### config.mk
export PLATFORM = sky130hd
export DESIGN_NAME = lsu_bus_router_flat
export DESIGN_NICKNAME = d
export VERILOG_FILES = /design/src/rtl/lsu_bus_router_if.sv /design/src/rtl/lsu_bus_router.sv /design/src/flat_wrapper.sv
export SDC_FILE = /design/constraint.sdc
export NUM_CORES = 1
export LEC_CHECK = 0
export ABC_AREA = 1
export BUFFER_PORTS_ARGS = -buffer_cell sky130_fd_sc_hd__buf_4
export CAP_MARGIN = 20
export CORE_MARGIN = 8
export CORE_UTILIZATION = 47
export DETAILED_ROUTE_END_ITERATION = 16
export PLACE_DENSITY = 0.84
export SLEW_MARGIN = 10
export SYNTH_ARGS = -nofsm -noshare
export SYNTH_HDL_FRONTEND = slang
export SYNTH_SLANG_ARGS = --single-unit
### constraint.sdc
create_clock -name clk -period 2.1 [get_ports clk]
set_input_delay 0.105 -clock clk [delete_from_list [all_inputs] [get_ports clk]]
set_output_delay 0.105 -clock clk [all_outputs]
set_load 0.1 [all_outputs]
### src/rtl/lsu_bus_router_if.sv
// Router <-> AXI master bridge link: one outstanding transaction with byte strobes.
// The router uses the master modport; the bridge side uses slave.
interface lsu_bus_router_if;
    localparam int unsigned XLEN = 32;
    localparam int unsigned STRB_W = XLEN / 8;

    logic              axi_init_o;
    logic [XLEN-1:0]   axi_addr_o;
    logic [XLEN-1:0]   axi_data_w_o;
    logic              axi_we_o;
    logic [STRB_W-1:0] axi_strb_o;
    logic              axi_done_i;
    logic              axi_err_i;
    logic [XLEN-1:0]   axi_rdata_i;

    modport master (
        output axi_init_o, axi_addr_o, axi_data_w_o, axi_we_o, axi_strb_o,
        input  axi_done_i, axi_err_i, axi_rdata_i
    );

    modport slave (
        input  axi_init_o, axi_addr_o, axi_data_w_o, axi_we_o, axi_strb_o,
        output axi_done_i, axi_err_i, axi_rdata_i
    );
endinterface

### src/rtl/lsu_bus_router.sv
// MEM-stage load/store router: internal window to DMEM, everything else to the AXI bridge.
// Optional WAIT timeout is built when LSU_ROUTER_TIMEOUT_EN is defined.
module lsu_bus_router #(
    parameter int unsigned RV32I_DMEM_DEPTH = 4,
    parameter int unsigned TIMEOUT_CYCLES   = 255
) (
    input  logic        clk,
    input  logic        rst_n,
    input  logic [6:0]  opcode_i,
    input  logic [31:0] addr_i,
    input  logic [31:0] data_w_i,
    input  logic [2:0]  funct3_i,
    input  logic [4:0]  addr_d_i,
    input  logic        reg_we_i,
    input  logic        mem_we_i,
    input  logic        mem_re_i,
    output logic [31:0] dmem_addr_o,
    output logic [31:0] dmem_data_w_o,
    output logic        dmem_mem_we_o,
    output logic        dmem_mem_re_o,
    output logic [2:0]  dmem_funct3_o,
    lsu_bus_router_if.master bus,
    output logic        stall_o,
    output logic        reg_we_o,
    output logic [4:0]  addr_d_o,
    output logic        ext_wb_we_o,
    output logic [4:0]  ext_wb_addr_o,
    output logic [31:0] ext_wb_data_o,
    output logic        bus_err_o
);
    localparam logic [6:0]  OP_LOAD  = 7'b0000011;
    localparam logic [6:0]  OP_STORE = 7'b0100011;
    localparam logic [31:0] DMEM_MAX = 32'(RV32I_DMEM_DEPTH * 1024 - 1);
    localparam int unsigned CNT_W    = 8;

    // Out-of-range timeout limit is a build error, not a silent wrap
    if (TIMEOUT_CYCLES < 1 || TIMEOUT_CYCLES > 255) begin : g_bad_timeout
        $error("lsu_bus_router: TIMEOUT_CYCLES must be 1..255");
    end

    typedef enum logic [1:0] {S_IDLE, S_ISSUE, S_WAIT, S_DONE} state_t;

    state_t      state_q, state_nx;
    logic        init_q, init_nx;
    logic [31:0] addr_q, addr_nx;
    logic [31:0] data_q, data_nx;
    logic        we_q, we_nx;
    logic [3:0]  strb_q, strb_nx;
    logic [2:0]  f3_q, f3_nx;
    logic [4:0]  rd_q, rd_nx;
    logic        wb_we_q, wb_we_nx;
    logic [4:0]  wb_addr_q, wb_addr_nx;
    logic [31:0] wb_data_q, wb_data_nx;
    logic        err_q, err_nx;

    logic        is_load, is_store, ls, ext, misalign, ext_valid;
    logic [3:0]  st_strb;
    logic [31:0] st_data;
    logic [7:0]  ld_byte;
    logic [15:0] ld_half;
    logic [31:0] ld_ext;

    assign is_load   = (opcode_i == OP_LOAD);
    assign is_store  = (opcode_i == OP_STORE);
    assign ls        = is_load || is_store;
    assign ext       = (addr_i > DMEM_MAX);
    assign misalign  = ((funct3_i[1:0] == 2'b01) && addr_i[0]) ||
                       ((funct3_i[1:0] == 2'b10) && (addr_i[1:0] != 2'b00));
    assign ext_valid = ls && ext && !misalign;

    // Internal DMEM path, zeroed unless this is an internal-window access
    assign dmem_addr_o   = (ls && !ext) ? addr_i   : 32'd0;
    assign dmem_data_w_o = (ls && !ext) ? data_w_i : 32'd0;
    assign dmem_mem_we_o = ls && !ext && mem_we_i;
    assign dmem_mem_re_o = ls && !ext && mem_re_i;
    assign dmem_funct3_o = (ls && !ext) ? funct3_i : 3'd0;

    // External loads write back through the dedicated port; misaligned accesses never write
    assign reg_we_o = (ls && (ext || misalign)) ? 1'b0 : reg_we_i;
    assign addr_d_o = (ls && (ext || misalign)) ? 5'd0 : addr_d_i;

    assign bus.axi_init_o   = init_q;
    assign bus.axi_addr_o   = addr_q;
    assign bus.axi_data_w_o = data_q;
    assign bus.axi_we_o     = we_q;
    assign bus.axi_strb_o   = strb_q;
    assign ext_wb_we_o      = wb_we_q;
    assign ext_wb_addr_o    = wb_addr_q;
    assign ext_wb_data_o    = wb_data_q;
    assign bus_err_o        = err_q;

    // Store lane placement: narrow data replicated across every lane it may land on
    always_comb begin
        st_strb = 4'b1111;
        st_data = data_w_i;
        case (funct3_i[1:0])
            2'b00: begin
                st_strb = 4'b0001 << addr_i[1:0];
                st_data = {4{data_w_i[7:0]}};
            end
            2'b01: begin
                st_strb = 4'b0011 << {addr_i[1], 1'b0};
                st_data = {2{data_w_i[15:0]}};
            end
            default: ;
        endcase
        if (!is_store) begin
            st_strb = 4'b0000;
            st_data = 32'd0;
        end
    end

    // Load extraction and extension from the raw bridge word
    always_comb begin
        ld_byte = bus.axi_rdata_i[{addr_q[1:0], 3'b000} +: 8];
        ld_half = addr_q[1] ? bus.axi_rdata_i[31:16] : bus.axi_rdata_i[15:0];
        case (f3_q)
            3'b000:  ld_ext = {{24{ld_byte[7]}}, ld_byte};
            3'b001:  ld_ext = {{16{ld_half[15]}}, ld_half};
            3'b100:  ld_ext = {24'd0, ld_byte};
            3'b101:  ld_ext = {16'd0, ld_half};
            default: ld_ext = bus.axi_rdata_i;
        endcase
    end

`ifdef LSU_ROUTER_TIMEOUT_EN
    logic [CNT_W-1:0] cnt_q, cnt_nx;
    logic             timeout;

    assign timeout = (cnt_q == CNT_W'(TIMEOUT_CYCLES - 1));

    always_ff @(posedge clk or negedge rst_n) begin
        if (!rst_n) cnt_q <= '0;
        else        cnt_q <= cnt_nx;
    end
`else
    logic timeout;
    assign timeout = 1'b0;
`endif

    // Next-state and registered-output logic
    always_comb begin
        state_nx   = state_q;
        init_nx    = 1'b0;
        addr_nx    = addr_q;
        data_nx    = data_q;
        we_nx      = we_q;
        strb_nx    = strb_q;
        f3_nx      = f3_q;
        rd_nx      = rd_q;
        wb_we_nx   = 1'b0;
        wb_addr_nx = 5'd0;
        wb_data_nx = 32'd0;
        err_nx     = 1'b0;
        stall_o    = 1'b0;
`ifdef LSU_ROUTER_TIMEOUT_EN
        cnt_nx     = cnt_q;
`endif
        case (state_q)
            S_IDLE: begin
                if (ext_valid) begin
                    stall_o   = 1'b1;
                    init_nx   = 1'b1;
                    addr_nx   = addr_i;
                    data_nx   = st_data;
                    we_nx     = is_store;
                    strb_nx   = st_strb;
                    f3_nx     = funct3_i;
                    rd_nx     = addr_d_i;
                    state_nx  = S_ISSUE;
                end else if (ls && ext && misalign) begin
                    err_nx = 1'b1;
                end
            end
            S_ISSUE: begin
                stall_o  = 1'b1;
                state_nx = S_WAIT;
`ifdef LSU_ROUTER_TIMEOUT_EN
                cnt_nx   = '0;
`endif
            end
            S_WAIT: begin
                stall_o = 1'b1;
                if (bus.axi_done_i) begin
                    state_nx = S_DONE;
                    if (bus.axi_err_i) begin
                        err_nx = 1'b1;
                    end else if (!we_q) begin
                        wb_we_nx   = 1'b1;
                        wb_addr_nx = rd_q;
                        wb_data_nx = ld_ext;
                    end
                end else if (timeout) begin
                    state_nx = S_DONE;
                    err_nx   = 1'b1;
                end else begin
`ifdef LSU_ROUTER_TIMEOUT_EN
                    cnt_nx = cnt_q + CNT_W'(1);
`endif
                end
            end
            S_DONE:  state_nx = S_IDLE;
            default: state_nx = S_IDLE;
        endcase
    end

    always_ff @(posedge clk or negedge rst_n) begin
        if (!rst_n) begin
            state_q   <= S_IDLE;
            init_q    <= 1'b0;
            addr_q    <= 32'd0;
            data_q    <= 32'd0;
            we_q      <= 1'b0;
            strb_q    <= 4'd0;
            f3_q      <= 3'd0;
            rd_q      <= 5'd0;
            wb_we_q   <= 1'b0;
            wb_addr_q <= 5'd0;
            wb_data_q <= 32'd0;
            err_q     <= 1'b0;
        end else begin
            state_q   <= state_nx;
            init_q    <= init_nx;
            addr_q    <= addr_nx;
            data_q    <= data_nx;
            we_q      <= we_nx;
            strb_q    <= strb_nx;
            f3_q      <= f3_nx;
            rd_q      <= rd_nx;
            wb_we_q   <= wb_we_nx;
            wb_addr_q <= wb_addr_nx;
            wb_data_q <= wb_data_nx;
            err_q     <= err_nx;
        end
    end
endmodule

### src/flat_wrapper.sv
// flat-port wrapper written by rule: the top's interface ports become plain ports
module lsu_bus_router_flat 
#(
    parameter int unsigned RV32I_DMEM_DEPTH = 4,
    parameter int unsigned TIMEOUT_CYCLES   = 255
)
  (clk, rst_n, opcode_i, addr_i, data_w_i, funct3_i, addr_d_i, reg_we_i, mem_we_i, mem_re_i, dmem_addr_o, dmem_data_w_o, dmem_mem_we_o, dmem_mem_re_o, dmem_funct3_o, stall_o, reg_we_o, addr_d_o, ext_wb_we_o, ext_wb_addr_o, ext_wb_data_o, bus_err_o, bus_axi_init_o, bus_axi_addr_o, bus_axi_data_w_o, bus_axi_we_o, bus_axi_strb_o, bus_axi_done_i, bus_axi_err_i, bus_axi_rdata_i);
  lsu_bus_router_if bus_i ();
  input  logic clk;
  input  logic rst_n;
  input  logic [6:0] opcode_i;
  input  logic [31:0] addr_i;
  input  logic [31:0] data_w_i;
  input  logic [2:0] funct3_i;
  input  logic [4:0] addr_d_i;
  input  logic reg_we_i;
  input  logic mem_we_i;
  input  logic mem_re_i;
  output logic [31:0] dmem_addr_o;
  output logic [31:0] dmem_data_w_o;
  output logic dmem_mem_we_o;
  output logic dmem_mem_re_o;
  output logic [2:0] dmem_funct3_o;
  output logic stall_o;
  output logic reg_we_o;
  output logic [4:0] addr_d_o;
  output logic ext_wb_we_o;
  output logic [4:0] ext_wb_addr_o;
  output logic [31:0] ext_wb_data_o;
  output logic bus_err_o;
  output wire logic [$bits(bus_i.axi_init_o)-1:0] bus_axi_init_o;
  output wire logic [$bits(bus_i.axi_addr_o)-1:0] bus_axi_addr_o;
  output wire logic [$bits(bus_i.axi_data_w_o)-1:0] bus_axi_data_w_o;
  output wire logic [$bits(bus_i.axi_we_o)-1:0] bus_axi_we_o;
  output wire logic [$bits(bus_i.axi_strb_o)-1:0] bus_axi_strb_o;
  input wire logic [$bits(bus_i.axi_done_i)-1:0] bus_axi_done_i;
  input wire logic [$bits(bus_i.axi_err_i)-1:0] bus_axi_err_i;
  input wire logic [$bits(bus_i.axi_rdata_i)-1:0] bus_axi_rdata_i;
  assign bus_axi_init_o = bus_i.axi_init_o;
  assign bus_axi_addr_o = bus_i.axi_addr_o;
  assign bus_axi_data_w_o = bus_i.axi_data_w_o;
  assign bus_axi_we_o = bus_i.axi_we_o;
  assign bus_axi_strb_o = bus_i.axi_strb_o;
  assign bus_i.axi_done_i = bus_axi_done_i;
  assign bus_i.axi_err_i = bus_axi_err_i;
  assign bus_i.axi_rdata_i = bus_axi_rdata_i;
  lsu_bus_router #(.RV32I_DMEM_DEPTH(RV32I_DMEM_DEPTH), .TIMEOUT_CYCLES(TIMEOUT_CYCLES)) u_core (.clk(clk), .rst_n(rst_n), .opcode_i(opcode_i), .addr_i(addr_i), .data_w_i(data_w_i), .funct3_i(funct3_i), .addr_d_i(addr_d_i), .reg_we_i(reg_we_i), .mem_we_i(mem_we_i), .mem_re_i(mem_re_i), .dmem_addr_o(dmem_addr_o), .dmem_data_w_o(dmem_data_w_o), .dmem_mem_we_o(dmem_mem_we_o), .dmem_mem_re_o(dmem_mem_re_o), .dmem_funct3_o(dmem_funct3_o), .bus(bus_i), .stall_o(stall_o), .reg_we_o(reg_we_o), .addr_d_o(addr_d_o), .ext_wb_we_o(ext_wb_we_o), .ext_wb_addr_o(ext_wb_addr_o), .ext_wb_data_o(ext_wb_data_o), .bus_err_o(bus_err_o));
endmodule
== Yosys cells after proc, flatten, opt, wreduce, memory -nomap -nowiden ==
Index checks and enable logic that the tools add are counted.

* Register bits after elaboration: 119
* Output and inout bits: 185
* Logic and storage cells: 83

* $lt $le $gt $ge: 1
* Equal/unequal tests: 12
* Shift operators: 3
* Muxes and demuxes: 34
* Reductions and logical operators: 21

{| class="wikitable"
|+ Operator list
! cell !! count
|-
| $mux W32 || 7
|-
| $pmux W32 S4 || 1
|-
| $pmux W32 S2 || 1
|-
| $gt A32 B12 Y1 const B || 1
|-
| $shiftx A32 B6 Y8 || 1
|-
| $mux W5 || 5
|-
| $mux W16 || 1
|-
| $mux W1 || 11
|-
| $logic_and A1 B1 Y1 || 9
|-
| $pmux W2 S4 || 1
|-
| $pmux W4 S2 || 1
|-
| $eq A7 B2 Y1 const B || 1
|-
| $eq A7 B6 Y1 const B || 1
|-
| $eq A2 B2 Y1 const B || 3
|-
| $eq A3 B3 Y1 const B || 2
|-
| $eq A2 B1 Y1 const B || 2
|-
| $logic_not A2 Y1 || 2
|-
| $mux W2 || 2
|-
| $mux W4 || 1
|-
| $pmux W1 S2 || 2
|-
| $reduce_and A2 Y1 || 2
|-
| $shl A1 B2 Y4 const A || 1
|-
| $shl A2 B2 Y4 const A || 1
|-
| $eq A3 B1 Y1 const B || 1
|-
| other kinds (8) || 11
|}

== Longest topological paths before layout ==
* Word-level depth: 7
* Depth in mapped cells: 9
* Gate-level depth less buffers: 9

== Worst setup path before layout ==
Ideal clock, no wire load.

* Kind: reg-to-output
* Start point: register u_core.state_q[0]
* End point: output port stall_o
* Arrival time: 2.555 ns
* Path slack: -0.560 ns
* Cell stages (with the launch flop): 7
* Path buffers: 2
* Cells stage by stage: dfrtp_1 -> inv_1 -> ha_1 -> nand4_4 -> buf_6 -> buf_6 -> a21oi_1

* Longest elaborated chain between the ends: 3
* Elaborated cells between the ends (all ways): 5

{| class="wikitable"
|+ Ends and longest elaborated chain
! item !! RTL line !! RTL
|-
| start, declared || lsu_bus_router.sv:43 || <nowiki>state_t state_q, state_nx;</nowiki>
|-
| start signal, assigned || lsu_bus_router.sv:222 || <nowiki>state_q <= state_nx;</nowiki>
|-
| $eq A2 B1 Y1 / $eq A2 B2 Y1 (equally long branches) || lsu_bus_router.sv:159 || <nowiki>case (state_q)</nowiki>
|-
| $reduce_or A2 Y1 (no source line) || - ||
|-
| $pmux W1 S2 (*) || lsu_bus_router.sv:159 ||
|-
| end, declared || flat_wrapper.sv:24 || <nowiki>output logic stall_o;</nowiki>
|}

Mark *: on every way between the ends. The rest lies on a longest branch, timed or not.

== Worst setup path after layout ==
* Start point: input port addr_i[15]
* End point: output port addr_d_o[0]

* Longest elaborated chain between the ends: 4

{| class="wikitable"
|+ Ends and longest elaborated chain
! item !! RTL line !! RTL
|-
| start, declared || flat_wrapper.sv:12 || <nowiki>input logic [31:0] addr_i;</nowiki>
|-
| $gt A32 B12 Y1 || lsu_bus_router.sv:66 || <nowiki>assign ext = (addr_i > DMEM_MAX);</nowiki>
|-
| $logic_or A1 B1 Y1 || lsu_bus_router.sv:80 || <nowiki>assign addr_d_o = (ls && (ext || misalign)) ? 5'd0 : addr_d_i;</nowiki>
|-
| $logic_and A1 B1 Y1 || lsu_bus_router.sv:80 ||
|-
| $mux W5 || lsu_bus_router.sv:80 ||
|-
| end, declared || flat_wrapper.sv:26 || <nowiki>output logic [4:0] addr_d_o;</nowiki>
|}

Every way passes these cells.

==> summary.txt <==
Status
  – Status: completed

CTS
  – Htree depth: 4
  – Clock root buffer: clkbuf_16
  – CTS Sinks: between 100 and 150
  – Clk_lat worst skew: about 0.41 ns
  – Worst-path clk slew: around 0.05 ns
  – CTS tree: yes
  – Num CTS Buffers: 17
  – CTS max path bufs: 2

Synth
  – Post-Synthesis Cells: 765
  – Syn_area_per_cell: approximately 8.0 sq um
  – Seq cells post-synth: roughly 120
  – Post-synthesis sequential area ratio: between 40% and 50%
  – Yosys warnings: 0
  – Post-synth cell types: 30
  – Adder-Cell Fraction of Synth Area: less than 1%
  – Syn Std Cell Area: 0.006143 sq mm
  – Mux share of post-synthesis cell area: 0%
  – Synth Area in Compound Gates: 13.91%
  – Synth Area in XOR/XNOR: 0%
  – Largest family of logic cells by synthesized area: simple AND/OR/NAND/NOR gates
  – Simple-gate share of the synthesized area: 24.13%

STA
  – TNS Setup: 0 ns
  – Fin. Hold Viols: 0
  – Final worst-path cycle share: between 80 and 90%
  – WHS: around 0.017 ns
  – Minimum clock period after layout: 1.847 ns
  – Max Slew Vio Count: 0
  – Final WS setup: about 0.25 ns
  – RSZ-0062 raised after global routing: no
  – Slew HR: ~55%
  – Final setup fails: 0
  – Maximum clock frequency: roughly 540 MHz
  – Worst-Margin Slew: 0.6820 ns
  – Setup Skew: around 0.0071 ns

Placed design
  – DP Worst Slack: 0.2535 ns
  – Gpl congestion: ~0.88
  – Final HPWL DP: between 15 and 20 mm
  – Port bufs: about 280
  – Placed cell area: roughly 0.0084 sq mm

Setup path
  – Critical path arrival: roughly 1.7 ns
  – Startpoint types: input pin
  – Critical Path End Type: output port
  – Maximum fanout along the worst path: 6
  – R2r setup slk: a little over 0.3 ns
  – Crit Path Category: input pin to output port
  – Worst Path Required: roughly 2.0 ns

Global route
  – Antenna violations before repair: 0
  – Total gr overflow: 0
  – Global-route usage over all layers: a little over a quarter
  – Vias in the first global route: approximately 6,400
  – First-pass GRT wire length: between 30 and 40 mm
  – Largest net degree at the start of global routing: 51

Layout
  – Area delta synth->final: 56.90%
  – Reg area: roughly 0.003 sq mm
  – Diodes inserted: 0
  – Final net count: approximately 1,200
  – Share of layout cells above drive strength 1: a little under two fifths
  – Post-route design area: 0.009639 sq mm
  – Multi-input logic area: about 0.0025 sq mm
  – Fillers: 890

Worst hold path
  – Min-delay worst type: input pin to flop

Routing
  – Wire length per cell: 17.34 microns
  – Post-DRT Antenna Nets: 0
  – Drt first pass iters: 6
  – Via Count: 6,375
  – Via density: a little under 5
  – DRC viols: 0
  – Drt total wl: around 22 mm
  – Initial DRC Count: between 400 and 500

Floorplan
  – Initial Util: about half
  – Die ar.: between 0.015 and 0.02 sq mm
  – Die Span Y: 130.3 microns
  – CORE AREA: roughly 0.013 sq mm
  – Num rows: between 40 and 50
  – IO Pins: between 300 and 400
  – DIE WIDTH: between 100 and 150 microns

Power
  – Maximum vdd drop: 0.0006747 V
  – Leakage: approximately 5.3 nW
  – Tot Pwr: 0.009107 W
  – Pwr per Cell Area: about 940 mW/mm^2

Job
  – Max Cap Viol: 0
flip-flops by register name (all words and copies together) (netlist names):
signal and cells:
u_core.ext_wb_data_o 32, u_core.state_q 2, u_core.bus.axi_init_o 1, u_core.bus.axi_addr_o 32, u_core.ext_wb_addr_o 5, u_core.bus.axi_we_o 1, u_core.ext_wb_we_o 1, u_core.bus_err_o 1
u_core.bus.axi_strb_o 4, u_core.f3_q 3, u_core.rd_q 5, u_core.bus.axi_data_w_o 32
logic make-up after synthesis:
kind of cell	count (synthesis)
flip-flops	119
other	1
adder cells (fa/ha/maj)	3
AO/OA/AOI/OAI	129
AND/OR/NAND/NOR	359
buffers and inverters	154
path summary, 6_finish.rpt:
path | start | to | depth (start not counted)
min in group asynchronous | rst_n | u_core.bus.axi_addr_o[10]$_DFFE_PN0P_ | 2
worst max register to register | u_core.state_q[0]$_DFFE_PN0P_ | u_core.ext_wb_data_o[10]$_DFF_PN0_ | 8
worst min register to register | u_core.bus.axi_data_w_o[29]$_DFFE_PN0P_ | u_core.bus.axi_data_w_o[29]$_DFFE_PN0P_ | 2
worst max-delay path | addr_i[15] | addr_d_o[0] | 9
worst min-delay path | addr_d_i[1] | u_core.rd_q[1]$_DFFE_PN0P_ | 3
max in group asynchronous | rst_n | u_core.bus.axi_data_w_o[19]$_DFFE_PN0P_ | 3
cells in the final DEF (no fill, tap or decap), drive strengths merged:
master	n
clkinv	3
inv	96
nand2	202
nand3	18
conb	20
o211ai	1
o22ai	9
dlygate4sd3	61
buf	298
nor4	9
a21oi	32
nor2	118
bufinv	2
clkbuf	24
ha	3
dfrtp	119
nand4	3
o21ai	86
clkinvlp	2
nor3	9
o31ai	1
synthesized netlist by cell type (all sizes together):
library cell,instances,area share [%]
a21oi,32,2.6
buf,46,6.2
clkbuf,12,0.73
conb,1,0.061
dfrtp,119,48
ha,3,0.61
inv,96,5.9
nand2,202,12
nand3,18,1.7
nand4,3,0.65
nor2,118,7.2
nor3,9,0.92
nor4,9,1.3
o211ai,1,0.20
o21ai,86,10
o22ai,9,0.92
o31ai,1,0.12
timing repair:
| item | in CTS | in global routing |
|---|---|---|
| hold endpoints to repair | 107 | 0 |
| endpoints found under the setup margin | 1 | 0 |
| hold buffers | 61 | 0 |
| buffers inserted | 1 | 0 |
| resized for setup | 0 | 0 |
worst max-delay path: stages:
cell and delay (ns):
buf_4 0.12, nor2_1 0.15, nand2_1 0.06, nor2_1 0.25
nand3_1 0.23, nand2_1 0.13, nand2_1 0.22, nor2_2 0.16
buf_4 0.30
stage by stage:
step | util [%] | instances
CTS | 76.07 | 1288
floorplan | - | 784
global route | 76.07 | 1288
detailed placement | 66.37 | 1195
global placement | 66.37 | 1195
finish | 76.07 | 1288
cell type report:
class	count	area share (%)
multi-input cells	511	26.32
flip-flops and latches	119	30.91
well taps	172	2.233
clock buffers	24	5.413
inverters	96	3.738
repair buffers	359	30.45
clock inverters	7	0.9346
power by group:
group	switching, W	total [W]	leakage [nW]	internal [W]
combinational	0.00260	0.00344	3.32	0.000844
clock	0.00100	0.00296	0.300	0.00195
sequential	0.000173	0.00270	1.64	0.00253
metal layers:
layer	global-route usage, %	vias to the layer above	routed length, microns
li1	-	3016	-
met1	29.24	2972	8255
met2	44.91	337	11080
met3	8.527	50	2343
met4	11.01	0	654
met5	0	-	0
(Power assumes the default switching activity.)
